**src/rtl/contador_pkg.sv**
```systemverilog
// Shared mode encoding for the cascaded counter and the step each mode applies to stage 0.
package contador_pkg;

    localparam logic [1:0] MODO_UP   = 2'b00;
    localparam logic [1:0] MODO_DN1  = 2'b01;
    localparam logic [1:0] MODO_DN3  = 2'b10;
    localparam logic [1:0] MODO_LOAD = 2'b11;

    function automatic logic [1:0] paso_base(input logic [1:0] modo);
        logic [1:0] paso;
        case (modo)
            MODO_UP, MODO_DN1: paso = 2'd1;
            MODO_DN3:          paso = 2'd3;
            default:           paso = 2'd0;
        endcase
        return paso;
    endfunction

endpackage

```
**src/rtl/contador_etapa.sv**
```systemverilog
// One STAGE_W-bit counter slice: adds or subtracts its step, exposes the carry/borrow
// combinationally to the next slice and registers its own carry pulse.
module contador_etapa #(
    parameter int STAGE_W = 4
) (
    input  logic               clk,
    input  logic               reset,
    input  logic               en,
    input  logic               ld,
    input  logic               down,
    input  logic [1:0]         step,
    input  logic [STAGE_W-1:0] d,
    output logic [STAGE_W-1:0] q,
    output logic               cout,
    output logic               rco
);

    logic [STAGE_W:0] ext_q;
    logic [STAGE_W:0] ext_step;
    logic [STAGE_W:0] res;

    // One spare bit catches the carry (up) or the sign of the difference (borrow, down);
    // STAGE_W must be at least 2 so a step of 3 never borrows more than one unit.
    assign ext_q    = {1'b0, q};
    assign ext_step = {{(STAGE_W-1){1'b0}}, step};
    assign res      = down ? (ext_q - ext_step) : (ext_q + ext_step);
    assign cout     = res[STAGE_W];

    always_ff @(posedge clk) begin
        if (reset) begin
            q   <= '0;
            rco <= 1'b0;
        end else begin
            rco <= en & ~ld & cout;
            if (en) begin
                q <= ld ? d : res[STAGE_W-1:0];
            end
        end
    end

endmodule

```
**src/rtl/contador_param.sv**
```systemverilog
// Fully synchronous cascaded up/down/load counter built from STAGES slices.
// Define CONT_SATURATE_EN to clamp at the full-width limits instead of wrapping.
module contador_param
    import contador_pkg::*;
#(
    parameter int STAGES  = 4,
    parameter int STAGE_W = 4
) (
    input  logic                       clk,
    input  logic                       reset,
    input  logic                       enb,
    input  logic [1:0]                 modo,
    input  logic [STAGES*STAGE_W-1:0]  D,
    output logic [STAGES*STAGE_W-1:0]  Q,
    output logic [STAGES-1:0]          RCO,
    output logic                       OVF
);

    localparam int W = STAGES * STAGE_W;

    logic              load_m;
    logic              down_m;
    logic              sat;
    logic              ld_eff;
    logic [W-1:0]      d_eff;
    logic [STAGES-1:0] cout;

    assign load_m = (modo == MODO_LOAD);
    assign down_m = (modo == MODO_DN1) || (modo == MODO_DN3);

`ifdef CONT_SATURATE_EN
    // A full-width carry/borrow becomes a forced load of the limit value.
    assign sat   = enb & ~load_m & cout[STAGES-1];
    assign d_eff = sat ? (down_m ? {W{1'b0}} : {W{1'b1}}) : D;
`else
    assign sat   = 1'b0;
    assign d_eff = D;
`endif

    assign ld_eff = load_m | sat;

    for (genvar i = 0; i < STAGES; i++) begin : g_etapa
        logic [1:0] step_i;

        if (i == 0) begin : g_lsb
            assign step_i = paso_base(modo);
        end else begin : g_upper
            assign step_i = {1'b0, cout[i-1]};
        end

        contador_etapa #(
            .STAGE_W (STAGE_W)
        ) u_etapa (
            .clk   (clk),
            .reset (reset),
            .en    (enb),
            .ld    (ld_eff),
            .down  (down_m),
            .step  (step_i),
            .d     (d_eff[i*STAGE_W +: STAGE_W]),
            .q     (Q[i*STAGE_W +: STAGE_W]),
            .cout  (cout[i]),
            .rco   (RCO[i])
        );
    end

    // Sticky flag: only a real load clears it; a saturating edge sets it like a wrap does.
    always_ff @(posedge clk) begin
        if (reset) begin
            OVF <= 1'b0;
        end else if (enb) begin
            if (load_m) begin
                OVF <= 1'b0;
            end else if (cout[STAGES-1]) begin
                OVF <= 1'b1;
            end
        end
    end

endmodule

```
**config.mk**
```make
export PLATFORM = sky130hd
export DESIGN_NAME = contador_param
export DESIGN_NICKNAME = d
export VERILOG_FILES = /design/src/rtl/contador_pkg.sv /design/src/rtl/contador_etapa.sv /design/src/rtl/contador_param.sv
export SDC_FILE = /design/constraint.sdc
export NUM_CORES = 1
export LEC_CHECK = 0
export ABC_AREA = 1
export CAP_MARGIN = 25
export CORE_MARGIN = 5
export CORE_UTILIZATION = 50
export CTS_BUF_LIST = sky130_fd_sc_hd__clkbuf_8
export DETAILED_ROUTE_END_ITERATION = 6
export GPL_TIMING_DRIVEN = 0
export PLACE_DENSITY = 0.82
export SLEW_MARGIN = 25
export SYNTH_ARGS = -nofsm -noshare
export SYNTH_HDL_FRONTEND = slang
export SYNTH_SLANG_ARGS = --single-unit
export TNS_END_PERCENT = 1
```
**constraint.sdc**
```tcl
create_clock -name clk -period 7.7 [get_ports clk]
set_clock_uncertainty 0.1 [all_clocks]
set_input_delay 1.54 -clock clk [delete_from_list [all_inputs] [get_ports clk]]
set_output_delay 1.54 -clock clk [all_outputs]
set_load 0.05 [all_outputs]
```
======== Yosys cells after proc, flatten, opt, wreduce, memory -nomap -nowiden ========
Index checks and enable logic that the tools add are counted.
operators by class
  multiplexer cells ....................... 11
  reduce and logical (&&, ||, !) cells .... 5
  add/sub/neg operators ................... 8
  eq/ne operators ......................... 3
  bitwise operators ....................... 6
operators by type and width
  operator            count
  $mux 5              4
  $mux 4              4
  $add 4x1->5         3
  $sub 4x1->5         3
  $add 4x2->5         1
  $and 1x1->1         5
  $sub 4x2->5         1
  $eq 2x2->1 const B  2
  $pmux 2 s2          1
  $eq 2x1->1 const B  1
  $logic_not 2->1     1
  $mux 1              2
  $reduce_and 2->1    1
  $reduce_bool 2->1   1
  $reduce_or 2->1     1
  $logic_or 1x1->1    1
  $not 1->1           1
storage, ports and cells
  flip-flop bits (word level) ............. 21
  output and inout port bits .............. 21
  bits of input ports ..................... 21
  word-level logic and storage cells ...... 42

======== Logic depth before layout (Yosys ltp) ========
  word-level depth ........................ 13
  mapped depth ............................ 32
  depth with buffers taken out ............ 32

======== Hierarchy ========
A second synthesis with hierarchy kept.
second synthesis, totals
  cells, all modules ...................... 254
  area total of the unflattened synthesis .. 1705.4 µm²
modules (own cells, without submodules)
  module                                   sequential area each (µm²)  cells an instance  times used  area an instance (µm²)
  contador_etapa (g_etapa[0].u_etapa ...)  100.1                       62                 3           411.6
  contador_etapa (g_etapa[1].u_etapa)      100.1                       56                 1           390.4
  contador_param                           20.0                        12                 1           80.1

======== Worst setup path after synthesis ========
No wires, ideal clock.
  kind .................................... input port to flip-flop
  start point ............................. input port modo[0]
  end point ............................... register g_etapa[3].u_etapa.q[3]
  data required time ...................... 7.469 ns
  buffers on the path ..................... 0
  setup slack ............................. 1.567 ns
  setup time .............................. 0.131 ns
  data arrival time ....................... 5.901 ns
  stages .................................. 29
  cell sequence ........................... ha_1 inv_1 ha_1 inv_1 fa_1 nand3_1 nand3_1 nand2_2 ha_1 inv_1 fa_1 nand2_1 nand2_1 a21oi_1 nand2_1 nand2_2 ha_1 inv_1 fa_1 a31oi_1 inv_1 nand2_1 nand3_2 ha_1 nand2_1 o21a_1 or2_2 nand3_1 a31oi_1
on the way
  word-level cells in the longest chain between the ends .. 12
  elaborated cells on any way between the ends .. 20
  those cells by class .................... 8 x add/sub; 3 x eq/ne; 6 x mux; 3 x reduce/logical
RTL lines
  what                                                  line                                      RTL
  start, declared                                       contador_param.sv:12                      input logic [1:0] modo,
  $eq 2x1->1 / $logic_not 2->1 (equally long branches)  contador_pkg.sv:11, contador_param.sv:29
  $reduce_or 2->1                                       contador_pkg.sv:11                        case (modo)
  $pmux 2 s2                                            contador_pkg.sv:11
  $add 4x2->5 / $sub 4x2->5 (equally long branches)     contador_etapa.sv:26                      assign res = down ? (ext_q - ext_step) : (ext_q + ext_step);
  $mux 5                                                contador_etapa.sv:26
  $add 4x1->5 / $sub 4x1->5 (equally long branches)     contador_etapa.sv:26
  $mux 5                                                contador_etapa.sv:26
  $add 4x1->5 / $sub 4x1->5 (equally long branches)     contador_etapa.sv:26
  $mux 5                                                contador_etapa.sv:26
  $add 4x1->5 / $sub 4x1->5 (equally long branches)     contador_etapa.sv:26
  $mux 5                                                contador_etapa.sv:26
  $mux 4 (*)                                            contador_etapa.sv:36                      q <= ld ? d : res[STAGE_W-1:0];
  end signal, assigned                                  contador_etapa.sv:36
  end, declared                                         contador_etapa.sv:13                      output logic [STAGE_W-1:0] q,
Every way passes the cells marked *; elsewhere a longest branch is shown, timed or not.
A chain may end at the register's enable or synchronous reset.

======== Worst setup path in the final report ========
  start point ............................. input port modo[1]
  end point ............................... register g_etapa[3].u_etapa.q[3]
Same word-level chain as after synthesis.

==> run_results.csv <==
group,metric,value,unit
status,outcome,"finished clean",
cells_and_area,diodes,0,
cells_and_area,syn_to_final_growth,31.1,%
logic_synthesis,synth_edf_count,0,
critical_path,r2r_setup_slack,2500,ps
routing,vias,1530,
critical_path,slowest_delay,440,ps
floorplanning,dieArea,4460,um2
clock_tree,htreeDepth,1,
floorplanning,start_util,0.524,
routing,routedWlPerCell,12.4,um
critical_path,reg2reg_to,"g_etapa[3].u_etapa.q[3]",
sta,fmax,146,MHz
logic_synthesis,synth_ff_type,"dfxtp_1",
global_route,grt_pass1_wl,6.47,mm
routing,first_pass_iters,4,
routing,viasPerCell,5.05,
clock_tree,clock_latency,260,ps
critical_path,cp_data_arrival_time,6890,ps
clock_tree,ctsHoldBuffers,0,
placed_design,gp_congestion,0.896,
cells_and_area,fin_area,2110,um2
global_route,antenna_found_initial,0,
clock_tree,cts_root_buf,"clkbuf_8",
sta,timing.slew.headroom,0.635,
sta,fin_ws,837,ps
sta,rsz0062_at_grt,"no",
logic_synthesis,ys_types,29,
critical_path,rr_worst_depth,28,
sta,hold_viol,0,
clock_tree,cts_buffers,3,
sta,setup_viol,0,
logic_synthesis,async_reset_ff_frac,0,
power_and_ir_drop,p_per_area,328,nW/um2
sta,timing.setup.tns,0,ps
floorplanning,core_area,3080,um2
critical_path,worstPathRequired,7730,ps
logic_synthesis,seq_area_frac_synth,0.261,
critical_path,setup.worst_path.end,"g_etapa[3].u_etapa.q[3]",
critical_path,start_kind,"input pin",
floorplanning,io_pins,42,
critical_path,critPathLaunch,"modo[1]",
floorplanning,dieHeight,66.8,um
sta,tightest_slew,547,ps
power_and_ir_drop,vdd_drop_max,0.239,mV
sta,drv_slew,0,
clock_tree,cts.sinks,21,
global_route,grt_max_degree,12,
cells_and_area,fin_nets,305,
placed_design,postPlaceCellArea,2070,um2
flow_run,cap_violations,0,
clock_tree,post_cts_resized,0,
clock_tree,cts_setup_buffers,0,
clock_tree,clk_path_buf_depth,2,
cells_and_area,layout_common_cells,"57 x nand2_1, 40 x clkdlybuf4s50_1, 31 x inv_1, 21 x dfxtp_1, 20 x ha_1",
placed_design,hpwl,2.91,mm
placed_design,dpl.cell_count,299,
cells_and_area,layout-drive-gt1-share,0.104,
critical_path,end_kind,"flip-flop",
critical_path,cpMaxStageDelayCell,"clkdlybuf4s50_1",
logic_synthesis,yosys_register_bits,21,
floorplanning,die_w,66.8,um
sta,fin_crit_sh,0.891,
logic_synthesis,synth_area_per_cell,7.50,um2
sta,final.min_clock_period,6860,ps
critical_path,critPathKind,"in2reg",
global_route,grt_pass1_vias,1449,
global_route,grt_overflow_total,0,
placed_design,portBuffers,40,
clock_tree,cts_tree,"done",
critical_path,cp_max_fo,5,
cells_and_area,final_cells,303,
power_and_ir_drop,power.leakage,1.01,nW
routing,drtIter0Drc,60,
clock_tree,clk_pin_slew,80,ps
cells_and_area,final_common_cell,"nand2_1",
logic_synthesis,synthCells,215,
routing,drc,0,
floorplanning,std_cell_rows,20,
placed_design,place_ws,599,ps
routing,drtAntennaViolNets,0,
routing,drt-total-wl,3.75,mm
critical_path,r2r-start,"g_etapa[0].u_etapa.q[0]",
global_route,gr-usage-all-layers,0.186,
logic_synthesis,synthesis.area,1610,um2
logic_synthesis,synth_warnings,0,
hold_path,hold_path_class,"reg2reg",
logic_synthesis,synthesis.nets,260,
worst max-delay path: cells and delay by family:
| kind | cells | cell delay, ps |
|---|---|---|
| buf+inv | 6 | 800 |
| fa+ha+maj | 8 | 2340 |
| compound gates | 4 | 800 |
| simple gates | 12 | 1410 |
report_power, final:
part / switching (mW) / total (mW) / internal (mW) / leakage (nW)
clock network: 0.0365 / 0.0721 / 0.0355 / 0.0269
registers: 0.0205 / 0.156 / 0.135 / 0.173
logic: 0.287 / 0.466 / 0.179 / 0.813
final cells by class:
cell class	count	area, um2
buffer	7	42.5
clock inverter	1	3.75
multi-input combinational	153	1010
clock buffer	3	41.3
fill	272	966
inverter	34	135
timing repair buffer	40	400
tap	44	55.1
sequential	21	420
per-layer routing:
| layer | wire length, um | GRT usage | vias up |
|---|---|---|---|
| li1 | - | - | 790 |
| met1 | 1680 | 0.236 | 695 |
| met2 | 1770 | 0.328 | 43 |
| met3 | 280 | 0.0438 | 2 |
| met4 | 18 | 0.0178 | 0 |
| met5 | 0 | 0 | - |
state kept, by name, summed over array words and instances, names as in the netlist:
name / cells
OVF: 1
g_etapa.u_etapa.rco: 4
g_etapa.u_etapa.q: 16
kinds of logic (layout without fill, tap and decap cells):
family | count (synthesis) | after routing | share of synthesized area
AOI/OAI and AO/OA | 37 | 37 | 0.144
xor gates and xnor gates | 3 | 3 | 0.0163
adders and majority gates | 24 | 24 | 0.205
buffers and inverters | 41 | 85 | 0.110
DFF | 21 | 21 | 0.261
and+or+nand+nor | 89 | 89 | 0.263
stage by stage:
step                      hold WS [ps]  utilization  power [mW]
after detailed placement           354        0.672       0.622
after global placement             352        0.672       0.610
after global routing               416        0.686       0.761
final                              389        0.686       0.694
after floorplan                    585            -       0.509
after CTS                          383        0.686       0.698
synthesized netlist by cell type (2+ instances only):
library cell	n	area (um2)
dfxtp_1	21	420
buf_4	4	30.0
inv_2	2	7.51
clkbuf_1	2	7.51
a21o_1	2	15.0
nor2_1	6	22.5
nand2_1	57	214
o221ai_1	4	35.0
ha_1	20	250
o21ai_0	4	20.0
nand3_2	9	90.1
nand3_1	11	55.1
a21oi_1	12	60.1
fa_1	4	80.1
xor2_1	3	26.3
a31oi_1	9	56.3
nand2_2	4	25.0
inv_1	30	113
worst min path at each step:
stage	from	to	slack (ps)	cells after the start
CTS	OVF	OVF	380	2
detailed placement	OVF	OVF	350	2
floorplan	OVF	OVF	590	2
global placement	OVF	OVF	350	2
finish	OVF	OVF	390	2
global route	OVF	OVF	420	2
Power figures use the tool's default switching activity.
